===== config.mk =====
export PLATFORM = sky130hd
export DESIGN_NAME = ahb_cmd_master
export DESIGN_NICKNAME = d
export VERILOG_FILES = /design/src/rtl/ahb_cmd_master.sv
export SDC_FILE = /design/constraint.sdc
export NUM_CORES = 1
export LEC_CHECK = 0
export ABC_CLOCK_PERIOD_IN_PS = 3700
export BUFFER_PORTS_ARGS = -buffer_cell sky130_fd_sc_hd__clkbuf_2
export CAP_MARGIN = 5
export CORE_MARGIN = 2
export CORE_UTILIZATION = 49
export CTS_CLUSTER_DIAMETER = 80
export CTS_CLUSTER_SIZE = 40
export DETAILED_ROUTE_END_ITERATION = 10
export PLACE_DENSITY_LB_ADDON = 0.12
export SLEW_MARGIN = 5
export SYNTH_ARGS = -nofsm -noshare
export SYNTH_HDL_FRONTEND = slang
export SYNTH_SLANG_ARGS = --single-unit
export TNS_END_PERCENT = 20

===== constraint.sdc =====
create_clock -name HCLK -period 3.7 [get_ports HCLK]
set_input_delay 0.555 -clock HCLK [delete_from_list [all_inputs] [get_ports HCLK]]
set_output_delay 0.555 -clock HCLK [all_outputs]
set_load 0.01 [all_outputs]

===== src/rtl/ahb_cmd_master.sv =====
// AHB-Lite command master: turns single/incrementing-burst commands into
// pipelined AHB-Lite transfers with a write-data pop strobe and read-data strobe.
module ahb_cmd_master #(
    parameter int unsigned ADDR_INC = 4
) (
    input  logic        HCLK,
    input  logic        HRESET,
    input  logic        cmd_valid,
    output logic        cmd_ready,
    input  logic        cmd_write,
    input  logic [31:0] cmd_addr,
    input  logic [3:0]  cmd_len,
    input  logic [31:0] wdata,
    output logic        wdata_ready,
    output logic [31:0] rdata,
    output logic        rdata_valid,
    output logic        done,
    output logic        err,
    output logic [31:0] HADDR,
    output logic [1:0]  HTRANS,
    output logic        HWRITE,
    output logic [2:0]  HSIZE,
    output logic [2:0]  HBURST,
    output logic [31:0] HWDATA,
    input  logic [31:0] HRDATA,
    input  logic        HREADY,
    input  logic        HRESP
);

    typedef enum logic [2:0] {
        ST_IDLE,
        ST_ADDR,
        ST_PIPE,
        ST_LAST,
        ST_ERR
    } state_t;

    localparam logic [1:0]  HTRANS_IDLE   = 2'b00;
    localparam logic [1:0]  HTRANS_NONSEQ = 2'b10;
    localparam logic [1:0]  HTRANS_SEQ    = 2'b11;
    localparam logic [2:0]  HBURST_SINGLE = 3'b000;
    localparam logic [2:0]  HBURST_INCR   = 3'b001;
    localparam logic [31:0] ADDR_MASK     = 32'hFFFF_FFFC;
    localparam logic [31:0] INC           = 32'(ADDR_INC);

    state_t      state_reg;
    logic [31:0] haddr_reg;
    logic [1:0]  htrans_reg;
    logic        hwrite_reg;
    logic [2:0]  hburst_reg;
    logic [31:0] hwdata_reg;
    logic [3:0]  beats_left_reg;
    logic        cmd_ready_reg;
    logic [31:0] rdata_reg;
    logic        rdata_valid_reg;
    logic        done_reg;
    logic        err_reg;

    logic [31:0] haddr_next;
    logic        addr_accept;

    // Only ADDR_INC = 4 is meaningful: HSIZE is fixed to a word.
    assign haddr_next = haddr_reg + INC;

    // The pop strobe must coincide with the address-phase acceptance edge so a
    // show-ahead source can advance in time for a zero-wait next beat; it is
    // therefore qualified by HREADY rather than registered.
    assign addr_accept = ((state_reg == ST_ADDR) || (state_reg == ST_PIPE)) && HREADY && !HRESP;
    assign wdata_ready = addr_accept && hwrite_reg;

    always_ff @(posedge HCLK or posedge HRESET) begin
        if (HRESET) begin
            state_reg       <= ST_IDLE;
            haddr_reg       <= '0;
            htrans_reg      <= HTRANS_IDLE;
            hwrite_reg      <= 1'b0;
            hburst_reg      <= HBURST_SINGLE;
            hwdata_reg      <= '0;
            beats_left_reg  <= '0;
            cmd_ready_reg   <= 1'b1;
            rdata_reg       <= '0;
            rdata_valid_reg <= 1'b0;
            done_reg        <= 1'b0;
            err_reg         <= 1'b0;
        end else begin
            rdata_valid_reg <= 1'b0;
            done_reg        <= 1'b0;
            if (wdata_ready) begin
                hwdata_reg <= wdata;
            end
            case (state_reg)
                ST_IDLE: begin
                    if (cmd_valid) begin
                        state_reg      <= ST_ADDR;
                        htrans_reg     <= HTRANS_NONSEQ;
                        haddr_reg      <= cmd_addr & ADDR_MASK;
                        hwrite_reg     <= cmd_write;
                        hburst_reg     <= (cmd_len == 4'd0) ? HBURST_SINGLE : HBURST_INCR;
                        beats_left_reg <= cmd_len;
                        cmd_ready_reg  <= 1'b0;
                        err_reg        <= 1'b0;
                    end
                end
                ST_ADDR, ST_PIPE: begin
                    if (HRESP && !HREADY) begin
                        // First error cycle: withdraw the pending address.
                        htrans_reg <= HTRANS_IDLE;
                        state_reg  <= ST_ERR;
                    end else if (HRESP) begin
                        htrans_reg    <= HTRANS_IDLE;
                        err_reg       <= 1'b1;
                        done_reg      <= 1'b1;
                        cmd_ready_reg <= 1'b1;
                        state_reg     <= ST_IDLE;
                    end else if (HREADY) begin
                        if ((state_reg == ST_PIPE) && !hwrite_reg) begin
                            rdata_reg       <= HRDATA;
                            rdata_valid_reg <= 1'b1;
                        end
                        if (beats_left_reg != 4'd0) begin
                            haddr_reg      <= haddr_next;
                            htrans_reg     <= HTRANS_SEQ;
                            beats_left_reg <= beats_left_reg - 4'd1;
                            state_reg      <= ST_PIPE;
                        end else begin
                            htrans_reg <= HTRANS_IDLE;
                            state_reg  <= ST_LAST;
                        end
                    end
                end
                ST_LAST: begin
                    if (HRESP && !HREADY) begin
                        state_reg <= ST_ERR;
                    end else if (HREADY) begin
                        if (HRESP) begin
                            err_reg <= 1'b1;
                        end else if (!hwrite_reg) begin
                            rdata_reg       <= HRDATA;
                            rdata_valid_reg <= 1'b1;
                        end
                        done_reg      <= 1'b1;
                        cmd_ready_reg <= 1'b1;
                        state_reg     <= ST_IDLE;
                    end
                end
                ST_ERR: begin
                    if (HREADY) begin
                        err_reg       <= 1'b1;
                        done_reg      <= 1'b1;
                        cmd_ready_reg <= 1'b1;
                        state_reg     <= ST_IDLE;
                    end
                end
                default: begin
                    htrans_reg    <= HTRANS_IDLE;
                    cmd_ready_reg <= 1'b1;
                    state_reg     <= ST_IDLE;
                end
            endcase
        end
    end

    assign cmd_ready   = cmd_ready_reg;
    assign rdata       = rdata_reg;
    assign rdata_valid = rdata_valid_reg;
    assign done        = done_reg;
    assign err         = err_reg;
    assign HADDR       = haddr_reg;
    assign HTRANS      = htrans_reg;
    assign HWRITE      = hwrite_reg;
    assign HSIZE       = 3'b010;
    assign HBURST      = hburst_reg;
    assign HWDATA      = hwdata_reg;

endmodule


==> results.cfg <==
[placed_design]
gp_congestion = 0.8760
port_buffers = 206
placed_cells = 931
place.detailed.hpwl_um = 10330

[grt]
pin_count_of_the_biggest_net_entering_global_routing = 61
vias_in_the_first_global_route = 4658
groute.usage.overall_pct = 23.93
grt-ovfl-total = 0
wire_length_of_the_first_global_routing_pass_um = 22460
initial_antenna_violation_count = 0

[timing]
timing.clock.skew_ps = 11.82
rsz0062_at_grt = no
final.period_utilization_pct = 67.26
timing_max_transition_violations_final = 0
relSlewSlack_pct = 45.19
final-hold-violation-count = 0
final.min_clock_period_ps = 2489
setup_violations = 0
max_clock_freq_ghz = 0.4018
setup_total_negative_slack_ps = 0
timing_worst_slew_pin_value_ps = 822.2

[critical_path]
worst-setup-path-type = flip-flop to output pin
setup.worst_path.end = wdata_ready
r2r_start = state_reg[1]
setup.worst_path.start_class = flip-flop
worstReg2RegEnd = HADDR[9]
ff2ff_path_depth = 6
cp_max_fo = 33
cp_data_arrival_time_ps = 1930
critical_path.endpoint_type = output pin
slowest_delay_ps = 670
worst-r2r-setup-slack_ps = 1240
slowest_cp_cell = dfrtp_1
critical_path.cell_chain = xor2_4 -> nand3_1 -> buf_4 -> inv_1 -> clkbuf_2
timing.critical_path.from = state_reg[0]
crit_required_ps = 3140

[floorplanning]
initial_core_util_pct = 50.20
num_io_pins = 216
rows = 38
core_um2 = 10790
die_width_um = 109.2
dieArea_um2 = 11910
die-height_um = 109.2

[cells_and_area]
finalNetCount = 911
n_antenna_cell = 0
final-instance-count-excl-fill = 947
area_growth_syn_to_layout_pct = 22.31
fill_cells = 980
layout-drive-gt1-share_pct = 31.10

[clock_network]
ctsHoldBuffers = 0
clk_root_buffer_cell = clkbuf_8
post_cts_resized = 0
cts_num_sinks = 109
cts_max_path_buffers = 2
tritoncts = yes
cts_htree_levels = 3
postCtsSetupBuffers = 0
cts_buffers = 9
clk_pin_slew_worst_paths_ps = 110
worst_skew_pair.late_latency_ps = 370

[logic_synthesis]
synthesis.instances = 615
synthDominantAreaCellType = dfrtp_1
post_synth_num_cell_types = 65
synth_most_common_cell = nand2_1
synth_area_leaders = dfrtp_1 50%, nand2_1 15%, a21oi_1 3.7%, nand4_1 2.0%, nand3_1 1.8%
synth_ff_type = dfrtp_1
post_synth_edffs = 0
async_set_or_reset_register_ratio_after_synthesis_pct = 100.0
synth.ff_latch_count = 109
seq_area_frac_synth_pct = 50.37
ys_top_cells_by_count = 221 x nand2_1, 108 x dfrtp_1, 40 x a21oi_1
synth.avg_cell_area_um2 = 8.809
synth_top_area_share_pct = 49.88
yosys_warnings = 0
syn_area_um2 = 5418

[routing]
dr_total_vias = 4991
wl_met2_um = 6830
finalWirelength_um = 14220
routed_via_density = 5.270
met1Wirelength_um = 5954
drt_first_pass_iters = 4
drt-wirelength-per-cell_um = 15.01
antenna_nets_post_route = 0
drt_drc_violations_left = 0
routed-wl-met3_um = 1166
highest_layer = met4
drt_first_iter_violations = 292

[status]
status = complete, no violations

[power_and_ir_drop]
power.total_uw = 5340
worst_ir_drop_vdd_v = 0.0003671
power_leakage_uw = 0.003469
power.density_cell_area_nw_per_um2 = 805.9

[worst_hold_path]
min-delay-path-class = input pin to asynchronous set/reset pin

[flow_run]
drv_cap = 0
final cells by class:
cell class / count / area (µm²) / share of cell area [%]
inverters: 13 / 51.30 / 0.7742
clock buffers: 12 / 145.1 / 2.190
flip-flops and latches: 109 / 2729 / 41.18
clock inverters: 4 / 31.28 / 0.4721
repair buffers: 214 / 1104 / 16.65
multi-input cells: 455 / 2391 / 36.08
well taps: 140 / 175.2 / 2.644
cell usage in the layout (no fill, tap or decap), types with 10 or more instances in the layout:
master	Yosys	routed
nand2_1	221	221
clkbuf_2	0	206
dfrtp_1	108	108
a21oi_1	40	40
nor2_1	24	24
nand3_1	20	20
o21ai_0	20	20
nand4_1	17	17
inv_1	12	11
o21ai_1	11	11
o22ai_1	10	10
clkbuf_8	0	10
worst min-delay path by stage:
stage | start | depth (start not counted) | endpoint
4_1_cts | HRESET | 2 | rdata[30]
6_report | HRESET | 2 | rdata[30]
2_1_floorplan | cmd_ready | 2 | cmd_ready
3_5_place_dp | HWDATA[23] | 2 | HWDATA[23]
3_3_place_gp | rdata[8] | 2 | rdata[8]
5_1_grt | HRESET | 2 | rdata[30]
through the flow:
step	setup WS, ps	cell area (µm²)	hold slack (ps)	util, %
final	1211	6626	241.3	61.40
after global placement	1248	6450	457.7	59.76
after detailed placement	1250	6450	461.4	59.76
after global routing	993.5	6626	287.3	61.40
after CTS	1190	6626	267.9	61.40
after floorplan	272.7	5436	480.7	-
layer usage:
metal	vias up	track usage (%)
met5	-	0
met4	0	8.150
met3	21	6.515
met2	166	38.46
met1	2352	31.24
li1	2452	-
kinds of logic (layout without fill, tap and decap cells):
group / count (synthesis) / in the layout / synth area share [%]
buffers and inverters: 56 / 243 / 5.866
muxes: 4 / 4 / 0.7621
adders and majority gates: 3 / 3 / 0.6929
other: 2 / 7 / 0.1386
DFF: 109 / 109 / 50.37
xor gates and xnor gates: 2 / 2 / 0.6698
AOI/OAI and AO/OA: 117 / 117 / 13.63
and+or+nand+nor: 322 / 322 / 27.88
power breakdown:
part | internal, µW | total [µW] | leakage [µW] | switching (µW)
Sequential | 1700 | 2230 | 0.00134 | 536
Combinational | 978 | 2430 | 0.00204 | 1450
Clock | 270 | 678 | 0.0000914 | 408
worst max-delay path: cells and delay by family, from the launching register on:
family,cells,cell delay (ps)
xor gates and xnor gates,1,300
buffers and inverters,3,490
DFF,1,670
and+or+nand+nor,1,110
No activity file was read; power rests on OpenSTA's default activity.
